==> config.mk <==
export PLATFORM = sky130hd
export DESIGN_NAME = comb_lock_multi_flat
export DESIGN_NICKNAME = d
export VERILOG_FILES = /design/src/rtl/comb_lock_pkg.sv /design/src/rtl/comb_lock_multi_if.sv /design/src/rtl/comb_lock_timer.sv /design/src/rtl/comb_lock_multi.sv /design/src/flat_wrapper.sv
export SDC_FILE = /design/constraint.sdc
export NUM_CORES = 1
export LEC_CHECK = 0
export CORE_UTILIZATION = 35
export CTS_CLUSTER_SIZE = 28
export DETAILED_ROUTE_END_ITERATION = 16
export PLACE_DENSITY = 0.5
export SLEW_MARGIN = 20
export SYNTH_ARGS = -nofsm -noshare
export SYNTH_HDL_FRONTEND = slang
export SYNTH_HIERARCHICAL = 1
export SYNTH_SLANG_ARGS = --single-unit
export TNS_END_PERCENT = 100
==> constraint.sdc <==
create_clock -name clk -period 2.7 [get_ports clk]
set_input_delay 0.675 -clock clk [delete_from_list [all_inputs] [get_ports clk]]
set_output_delay 0.675 -clock clk [all_outputs]
set_load 0.02 [all_outputs]
==> src/rtl/comb_lock_pkg.sv <==
// Shared types and defaults for the multi-digit combination lock.
//   state_t  : FSM state encoding
//   DEF_*    : default parameter values
//   width_of : bits needed to hold a value (minimum 1)
package comb_lock_pkg;

  typedef enum logic [2:0] {IDLE, CHECK, GRANT, DENY, LOCK, PROG} state_t;

  localparam int unsigned DEF_DIGIT_W       = 4;
  localparam int unsigned DEF_NUM_DIGITS    = 4;
  localparam logic [63:0] DEF_CODE          = 64'h1537;
  localparam int unsigned DEF_MAX_TRIES     = 3;
  localparam int unsigned DEF_TIMEOUT       = 100_000_000;
  localparam int unsigned DEF_GRANT_CYCLES  = 8;
  localparam int unsigned DEF_ENTRY_TIMEOUT = 50_000_000;

  function automatic int unsigned width_of(input int unsigned max_val);
    return (max_val < 2) ? 1 : $clog2(max_val + 1);
  endfunction

endpackage

==> src/rtl/comb_lock_multi_if.sv <==
// Keypad / status bus of the combination lock.
//   master : keypad side (drives enter_button, digit_valid, ip_pass, prog_req)
//   slave  : lock side (drives grant, deny, lock, prog_active, fail_count)
interface comb_lock_multi_if #(
  parameter int unsigned DIGIT_W   = comb_lock_pkg::DEF_DIGIT_W,
  parameter int unsigned MAX_TRIES = comb_lock_pkg::DEF_MAX_TRIES
);
  logic                             enter_button;
  logic                             digit_valid;
  logic [DIGIT_W-1:0]               ip_pass;
  logic                             prog_req;
  logic                             grant;
  logic                             deny;
  logic                             lock;
  logic                             prog_active;
  logic [$clog2(MAX_TRIES+1)-1:0]   fail_count;

  modport master (
    output enter_button, digit_valid, ip_pass, prog_req,
    input  grant, deny, lock, prog_active, fail_count
  );

  modport slave (
    input  enter_button, digit_valid, ip_pass, prog_req,
    output grant, deny, lock, prog_active, fail_count
  );
endinterface

==> src/rtl/comb_lock_timer.sv <==
// Loadable down-counter that stops at zero.
//   clk, rst : clock, synchronous active-high reset
//   load     : load load_val (priority over en)
//   en       : decrement while non-zero
//   expire   : count is zero
module comb_lock_timer #(
  parameter int unsigned W = 8
) (
  input  logic         clk,
  input  logic         rst,
  input  logic         load,
  input  logic         en,
  input  logic [W-1:0] load_val,
  output logic         expire
);
  logic [W-1:0] count;

  always_ff @(posedge clk) begin
    if (rst)                       count <= '0;
    else if (load)                 count <= load_val;
    else if (en && count != '0)    count <= count - W'(1);
  end

  assign expire = (count == '0);
endmodule

==> src/rtl/comb_lock_multi.sv <==
// Parametrised combination lock with attempt limit, timed lockout and
// code programming from GRANT.
//   clk, rst : clock, synchronous active-high reset
//   bus      : comb_lock_multi_if.slave (keypad inputs, status outputs)
// Optional: define COMB_LOCK_ENTRY_TIMEOUT_EN to add an inter-digit idle
// timeout (parameter ENTRY_TIMEOUT) in CHECK and PROG.
module comb_lock_multi import comb_lock_pkg::*; #(
  parameter int unsigned DIGIT_W       = DEF_DIGIT_W,
  parameter int unsigned NUM_DIGITS    = DEF_NUM_DIGITS,
  parameter logic [63:0] DEFAULT_CODE  = DEF_CODE,
  parameter int unsigned MAX_TRIES     = DEF_MAX_TRIES,
  parameter int unsigned TIMEOUT       = DEF_TIMEOUT,
  parameter int unsigned GRANT_CYCLES  = DEF_GRANT_CYCLES
`ifdef COMB_LOCK_ENTRY_TIMEOUT_EN
  , parameter int unsigned ENTRY_TIMEOUT = DEF_ENTRY_TIMEOUT
`endif
) (
  input logic               clk,
  input logic               rst,
  comb_lock_multi_if.slave  bus
);
  localparam int unsigned CODE_W   = DIGIT_W * NUM_DIGITS;
  localparam int unsigned IDX_W    = width_of(NUM_DIGITS - 1);
  localparam int unsigned FC_W     = $clog2(MAX_TRIES + 1);
  localparam int unsigned HOLD_MAX = (TIMEOUT > GRANT_CYCLES) ? TIMEOUT : GRANT_CYCLES;
  localparam int unsigned HT_W     = width_of(HOLD_MAX - 1);
  localparam logic [HT_W-1:0] LOCK_LOAD  = HT_W'(TIMEOUT - 1);
  localparam logic [HT_W-1:0] GRANT_LOAD = HT_W'(GRANT_CYCLES - 1);

  if (DIGIT_W < 1 || NUM_DIGITS < 1 || MAX_TRIES < 1 || TIMEOUT < 1 || GRANT_CYCLES < 1)
  begin : g_bad_param
    $error("comb_lock_multi: parameter out of range");
  end
  if (CODE_W > 64 || (CODE_W < 64 && (DEFAULT_CODE >> CODE_W) != 64'd0)) begin : g_bad_code
    $error("comb_lock_multi: DEFAULT_CODE wider than DIGIT_W*NUM_DIGITS");
  end

  state_t              state, nxt;
  logic [IDX_W-1:0]    idx;
  logic                mismatch;
  logic [CODE_W-1:0]   code, shadow, shadow_nxt;
  logic [FC_W-1:0]     fail_cnt;
  logic                grant_r, deny_r, lock_r, prog_r;
  logic [DIGIT_W-1:0]  digits [NUM_DIGITS];
  logic                last, mismatch_nxt;
  logic                ht_load, ht_en, ht_exp;
  logic [HT_W-1:0]     ht_val;
  logic                et_expire;

  always_comb begin
    for (int unsigned i = 0; i < NUM_DIGITS; i++)
      digits[i] = code[(NUM_DIGITS-1-i)*DIGIT_W +: DIGIT_W];
  end

  assign last         = (idx == IDX_W'(NUM_DIGITS - 1));
  assign mismatch_nxt = mismatch | (bus.ip_pass != digits[idx]);
  // Truncating the concatenation shifts the new digit in at the LS end.
  assign shadow_nxt   = CODE_W'({shadow, bus.ip_pass});

  // GRANT and LOCK never overlap, so one hold timer serves both.
  assign ht_en = (state == GRANT) || (state == LOCK);
  comb_lock_timer #(.W(HT_W)) u_hold (
    .clk(clk), .rst(rst), .load(ht_load), .en(ht_en), .load_val(ht_val), .expire(ht_exp)
  );

`ifdef COMB_LOCK_ENTRY_TIMEOUT_EN
  localparam int unsigned ET_W = width_of(ENTRY_TIMEOUT - 1);
  logic et_load, et_en, et_zero;
  if (ENTRY_TIMEOUT < 1) begin : g_bad_et
    $error("comb_lock_multi: ENTRY_TIMEOUT out of range");
  end
  assign et_load = (state == IDLE  && bus.enter_button) ||
                   (state == CHECK && (bus.enter_button || bus.digit_valid)) ||
                   (state == GRANT && bus.prog_req) ||
                   (state == PROG  && bus.digit_valid);
  assign et_en   = (state == CHECK) || (state == PROG);
  comb_lock_timer #(.W(ET_W)) u_entry (
    .clk(clk), .rst(rst), .load(et_load), .en(et_en),
    .load_val(ET_W'(ENTRY_TIMEOUT - 1)), .expire(et_zero)
  );
  assign et_expire = et_zero && et_en;
`else
  assign et_expire = 1'b0;
`endif

  always_comb begin
    nxt     = state;
    ht_load = 1'b0;
    ht_val  = GRANT_LOAD;
    unique case (state)
      IDLE:  if (bus.enter_button) nxt = CHECK;
      CHECK: begin
        if (bus.enter_button) nxt = CHECK;
        else if (bus.digit_valid) begin
          if (last) begin
            nxt     = mismatch_nxt ? DENY : GRANT;
            ht_load = !mismatch_nxt;
          end
        end else if (et_expire) nxt = DENY;
      end
      GRANT: begin
        if (bus.prog_req) nxt = PROG;
        else if (ht_exp)  nxt = IDLE;
      end
      DENY: begin
        if (fail_cnt == FC_W'(MAX_TRIES)) begin
          nxt     = LOCK;
          ht_load = 1'b1;
          ht_val  = LOCK_LOAD;
        end else nxt = IDLE;
      end
      LOCK:  if (ht_exp) nxt = IDLE;
      PROG: begin
        if (bus.digit_valid) begin
          if (last) nxt = IDLE;
        end else if (et_expire) nxt = IDLE;
      end
      default: nxt = IDLE;
    endcase
  end

  always_ff @(posedge clk) begin
    if (rst) begin
      state    <= IDLE;
      idx      <= '0;
      mismatch <= 1'b0;
      code     <= CODE_W'(DEFAULT_CODE);
      shadow   <= '0;
      fail_cnt <= '0;
      grant_r  <= 1'b0;
      deny_r   <= 1'b0;
      lock_r   <= 1'b0;
      prog_r   <= 1'b0;
    end else begin
      state   <= nxt;
      grant_r <= (nxt == GRANT);
      deny_r  <= (nxt == DENY);
      lock_r  <= (nxt == LOCK);
      prog_r  <= (nxt == PROG);
      case (state)
        IDLE, GRANT: begin
          idx      <= '0;
          mismatch <= 1'b0;
        end
        CHECK: begin
          if (bus.enter_button) begin
            idx      <= '0;
            mismatch <= 1'b0;
          end else if (bus.digit_valid) begin
            idx      <= last ? '0 : idx + IDX_W'(1);
            mismatch <= mismatch_nxt;
          end
        end
        PROG: begin
          if (bus.digit_valid) begin
            shadow <= shadow_nxt;
            idx    <= last ? '0 : idx + IDX_W'(1);
            if (last) code <= shadow_nxt;
          end
        end
        default: ;
      endcase
      if (nxt == DENY && state != DENY)
        fail_cnt <= (fail_cnt == FC_W'(MAX_TRIES)) ? fail_cnt : fail_cnt + FC_W'(1);
      else if ((nxt == GRANT && state != GRANT) || (state == LOCK && nxt == IDLE))
        fail_cnt <= '0;
    end
  end

  assign bus.grant       = grant_r;
  assign bus.deny        = deny_r;
  assign bus.lock        = lock_r;
  assign bus.prog_active = prog_r;
  assign bus.fail_count  = fail_cnt;
endmodule

==> src/flat_wrapper.sv <==
// flat-port wrapper written by rule: the top's interface ports become plain ports
module comb_lock_multi_flat import comb_lock_pkg::*;
#(
  parameter int unsigned DIGIT_W       = DEF_DIGIT_W,
  parameter int unsigned NUM_DIGITS    = DEF_NUM_DIGITS,
  parameter logic [63:0] DEFAULT_CODE  = DEF_CODE,
  parameter int unsigned MAX_TRIES     = DEF_MAX_TRIES,
  parameter int unsigned TIMEOUT       = DEF_TIMEOUT,
  parameter int unsigned GRANT_CYCLES  = DEF_GRANT_CYCLES

)
  (clk, rst, bus_enter_button, bus_digit_valid, bus_ip_pass, bus_prog_req, bus_grant, bus_deny, bus_lock, bus_prog_active, bus_fail_count);
  comb_lock_multi_if #(.DIGIT_W(DIGIT_W), .MAX_TRIES(MAX_TRIES)) bus_i ();
  input logic clk;
  input logic rst;
  input wire logic [$bits(bus_i.enter_button)-1:0] bus_enter_button;
  input wire logic [$bits(bus_i.digit_valid)-1:0] bus_digit_valid;
  input wire logic [$bits(bus_i.ip_pass)-1:0] bus_ip_pass;
  input wire logic [$bits(bus_i.prog_req)-1:0] bus_prog_req;
  output wire logic [$bits(bus_i.grant)-1:0] bus_grant;
  output wire logic [$bits(bus_i.deny)-1:0] bus_deny;
  output wire logic [$bits(bus_i.lock)-1:0] bus_lock;
  output wire logic [$bits(bus_i.prog_active)-1:0] bus_prog_active;
  output wire logic [$bits(bus_i.fail_count)-1:0] bus_fail_count;
  assign bus_i.enter_button = bus_enter_button;
  assign bus_i.digit_valid = bus_digit_valid;
  assign bus_i.ip_pass = bus_ip_pass;
  assign bus_i.prog_req = bus_prog_req;
  assign bus_grant = bus_i.grant;
  assign bus_deny = bus_i.deny;
  assign bus_lock = bus_i.lock;
  assign bus_prog_active = bus_i.prog_active;
  assign bus_fail_count = bus_i.fail_count;
  comb_lock_multi #(.DIGIT_W(DIGIT_W), .NUM_DIGITS(NUM_DIGITS), .DEFAULT_CODE(DEFAULT_CODE), .MAX_TRIES(MAX_TRIES), .TIMEOUT(TIMEOUT), .GRANT_CYCLES(GRANT_CYCLES)) u_core (.clk(clk), .rst(rst), .bus(bus_i));
endmodule
==> flow_summary.toml <==
[clock_network]
cts_tree = "done"
htree_levels = 3
ctsRootBufferMaster = "clkbuf_8"
clock_latency_ns = 0.34
clockBufferDepth = 2
clk_pin_slew_ns = 0.08
numCtsBuffers = 9
cts_setup_buffers = 0
clock_sinks = 67

[timing]
fin_crit_ns = 2.61
setup_viol = 0
finClkSkew_ns = 0.00908
grt_setup_unrepaired = "no"
worst_slew_pin_slew_ns = 0.578
slew_headroom_pct = 61.5
maxSlewViolCount = 0
finalSetupTns_ns = 0
fmax_mhz = 383
fin_crit_sh_pct = 96.7
final_hold_viol_count = 0

[place]
dp_cells = 587
io_buffers = 14
place_congestion = 0.758
dpl.hpwl_mm = 5.91
placed_area_um2 = 3980

[yosys]
synth_top_family_by_area = "simple AND/OR/NAND/NOR gates"
synth-simple-area-share_pct = 30.1
synth_xor_area_share_pct = 1.52
synthMuxAreaShare_pct = 3.41
synth_area_um2 = 3450
yosysSeqAreaShare_pct = 38.9
post-synth-top-area-cell = "dfxtp_1"
synth_area_leaders = "dfxtp_1 (39%), nand2_1 (7.3%), a21oi_1 (3.9%), a311oi_1 (3.8%), nor2_1 (3.2%)"
netlist_instances = 422
async_reset_ff_share_pct = 0
synth_enable_flop_cells = 0
synth_compound_area_share_pct = 19.6
synth-seq-cells = 67
synth-main-ff-cell = "dfxtp_1"
synth_top_area_share_pct = 38.9
ys_warn_count = 6
synthAdderAreaFrac_pct = 1.09
ys_types = 53
synth_area_per_cell_um2 = 8.17

[run]
maxCapViolCount = 0

[worst_setup_path]
path_cells = "or4_1, or4b_4, or4_1, or4_1, a311oi_1"
slowest_stage = "or4_1"
startpoint_type = "register"
endpoint_kind = "register"
path_class = "reg -> reg"
arrival_ns = 2.87
crit_fanout = 5
cpMostUsedCell = "or4_1"
crit_family = "simple AND/OR/NAND/NOR gates"
cp_slowest_stage_delay_ns = 0.58
crit_required_ns = 2.96
timing.critical_path.buf_inv = 0

[floorplanning]
initial_core_util_pct = 36.8
core_area_um2 = 9370
die_w_um = 101
die_area_um2 = 10300
placement_rows = 35
die_h_um = 101
io_pins = 15

[drt]
drt_wl_total_mm = 8.45
post_drt_wl_per_cell_um = 14.0
drtAntennaViolNets = 0
drt_drc_violations_left = 0
via_per_inst = 5.22
drt_first_pass_iters = 4
dr_total_vias = 3148
first_iter_violations = 129

[worst_hold_path]
worst_hold_path_type = "reg -> reg"

[pwr]
irDropWorstVdd_mv = 0.199
power_mw = 1.93
power.density_nw_per_um2 = 455
p_leak_nw = 1.63

[outcome]
status = "finished clean"

[global_routing]
grt_pass1_vias = 2964
grt-ovfl-total = 0
grt_antenna_before_repair = 0
grt_use_total_pct = 18.1
grt_max_degree = 54
grt_pass1_wl_mm = 14.4

[finish]
layoutNonFillerInstCount = 603
final_util_pct = 45.1
final_cell_area_um2 = 4230
antenna_cells = 0
fillers = 964
final_layout_size_suffix_gt1_share_pct = 16.9
finalNetCount = 481
syn_to_final_growth_pct = 22.6
==> power breakdown <==
group          switching [mW]  internal [mW]
clock network           0.405          0.452
registers             0.00207          0.989
logic                  0.0444         0.0337
==> stage by stage <==
stage	worst slack, ns	hold WS [ns]
after floorplan	0.0236	0.432
after global placement	-0.363	0.443
after detailed placement	-0.471	0.447
after CTS	0.00314	0.458
after global routing	0.00351	0.473
final	0.0881	0.456
==> logic make-up (layout without fill, tap and decap cells) <==
family	count (synthesis)	after routing
xor+xnor	6	6
simple gates	196	196
other cells	2	11
compound gates	95	95
buf+inv	45	88
fa+ha+maj	3	3
flops	67	67
mux	8	8
==> layout make-up <==
| cell class | instances | area, um2 | share of cell area (%) |
|---|---|---|---|
| clock inverters | 6 | 65.1 | 1.54 |
| repair buffers | 57 | 460 | 10.9 |
| multi-input cells | 319 | 2000 | 47.4 |
| well taps | 129 | 161 | 3.82 |
| inverters | 15 | 56.3 | 1.33 |
| clock buffers | 10 | 138 | 3.26 |
| flip-flops and latches | 67 | 1340 | 31.8 |
==> final timing paths <==
check / from / slack (ns) / to / cells after the start
setup reg to reg: u_core/u_hold/count[9]$_SDFFE_PP0P_ / 0.09 / u_core/u_hold/count[22]$_SDFFE_PP0P_ / 5
setup / recovery: u_core/u_hold/count[9]$_SDFFE_PP0P_ / 0.09 / u_core/u_hold/count[22]$_SDFFE_PP0P_ / 5
hold reg to reg: u_core/code[15]$_SDFFE_PP0P_ / 0.46 / u_core/code[15]$_SDFFE_PP0P_ / 2
hold / removal: u_core/code[15]$_SDFFE_PP0P_ / 0.46 / u_core/code[15]$_SDFFE_PP0P_ / 2
==> layer usage <==
layer	track usage [%]	part of all wire (%)	routed length, um	vias to the layer above
met5	0	0	0	-
met4	6.02	0.94	79	0
met2	29.4	47	3950	35
li1	-	-	-	1643
met3	3.31	2.1	177	6
met1	24.1	50	4240	1464
==> flip-flops by register name (all words and copies together) (netlist names) <==
signal,flops
u_core/bus.deny,1
u_core/code,16
u_core/shadow,12
u_core/bus.prog_active,1
u_core/bus.lock,1
u_core/mismatch,1
u_core/idx,2
u_core/bus.fail_count,2
u_core/u_hold/count,27
u_core/state,3
u_core/bus.grant,1
==> worst min-delay path: stages, from the launching register on <==
cell and delay, ns:
dfxtp_1 0.31, nand2_1 0.05, a21oi_1 0.05
==> cell usage in the layout (no fill, tap or decap), types with 9 or more instances in the layout <==
cell             instances
buf_4                   43
dfxtp_1                 66
a21oi_1                 27
nor4_1                   9
inv_1                   14
nand2_1                 67
o21ai_0                  9
a311oi_1                15
or3_1                    9
nand3b_1                10
clkbuf_8                10
conb_1                  11
clkdlybuf4s50_1         12
or4_1                    9
nor3_1                  13
nor2_1                  29
==> Yosys cell counts (4+ instances only) <==
cell	n
o21ai_0	9
nor3b_1	4
nand2_1	67
a211oi_1	8
nor2b_1	6
or4_1	9
and4_1	6
nand4_1	4
and3_1	5
o21a_1	4
buf_2	4
inv_1	15
a2111oi_0	7
nand3_1	4
a311oi_1	15
nor3_1	14
or3_2	4
o31ai_1	8
clkbuf_1	24
nor4_1	9
xor2_1	4
a21oi_1	27
nand3b_1	10
mux2i_1	5
or3_1	9
dfxtp_1	67
nor2_1	29
==> timing repair <==
item | CTS | global route
hold endpoints to repair | 0 | 0
setup endpoints to repair | 26 | 20
pin swaps | 1 | 2
hold buffers | 0 | 0
resized for setup | 6 | 11
No activity file was read; power rests on OpenSTA's default activity.
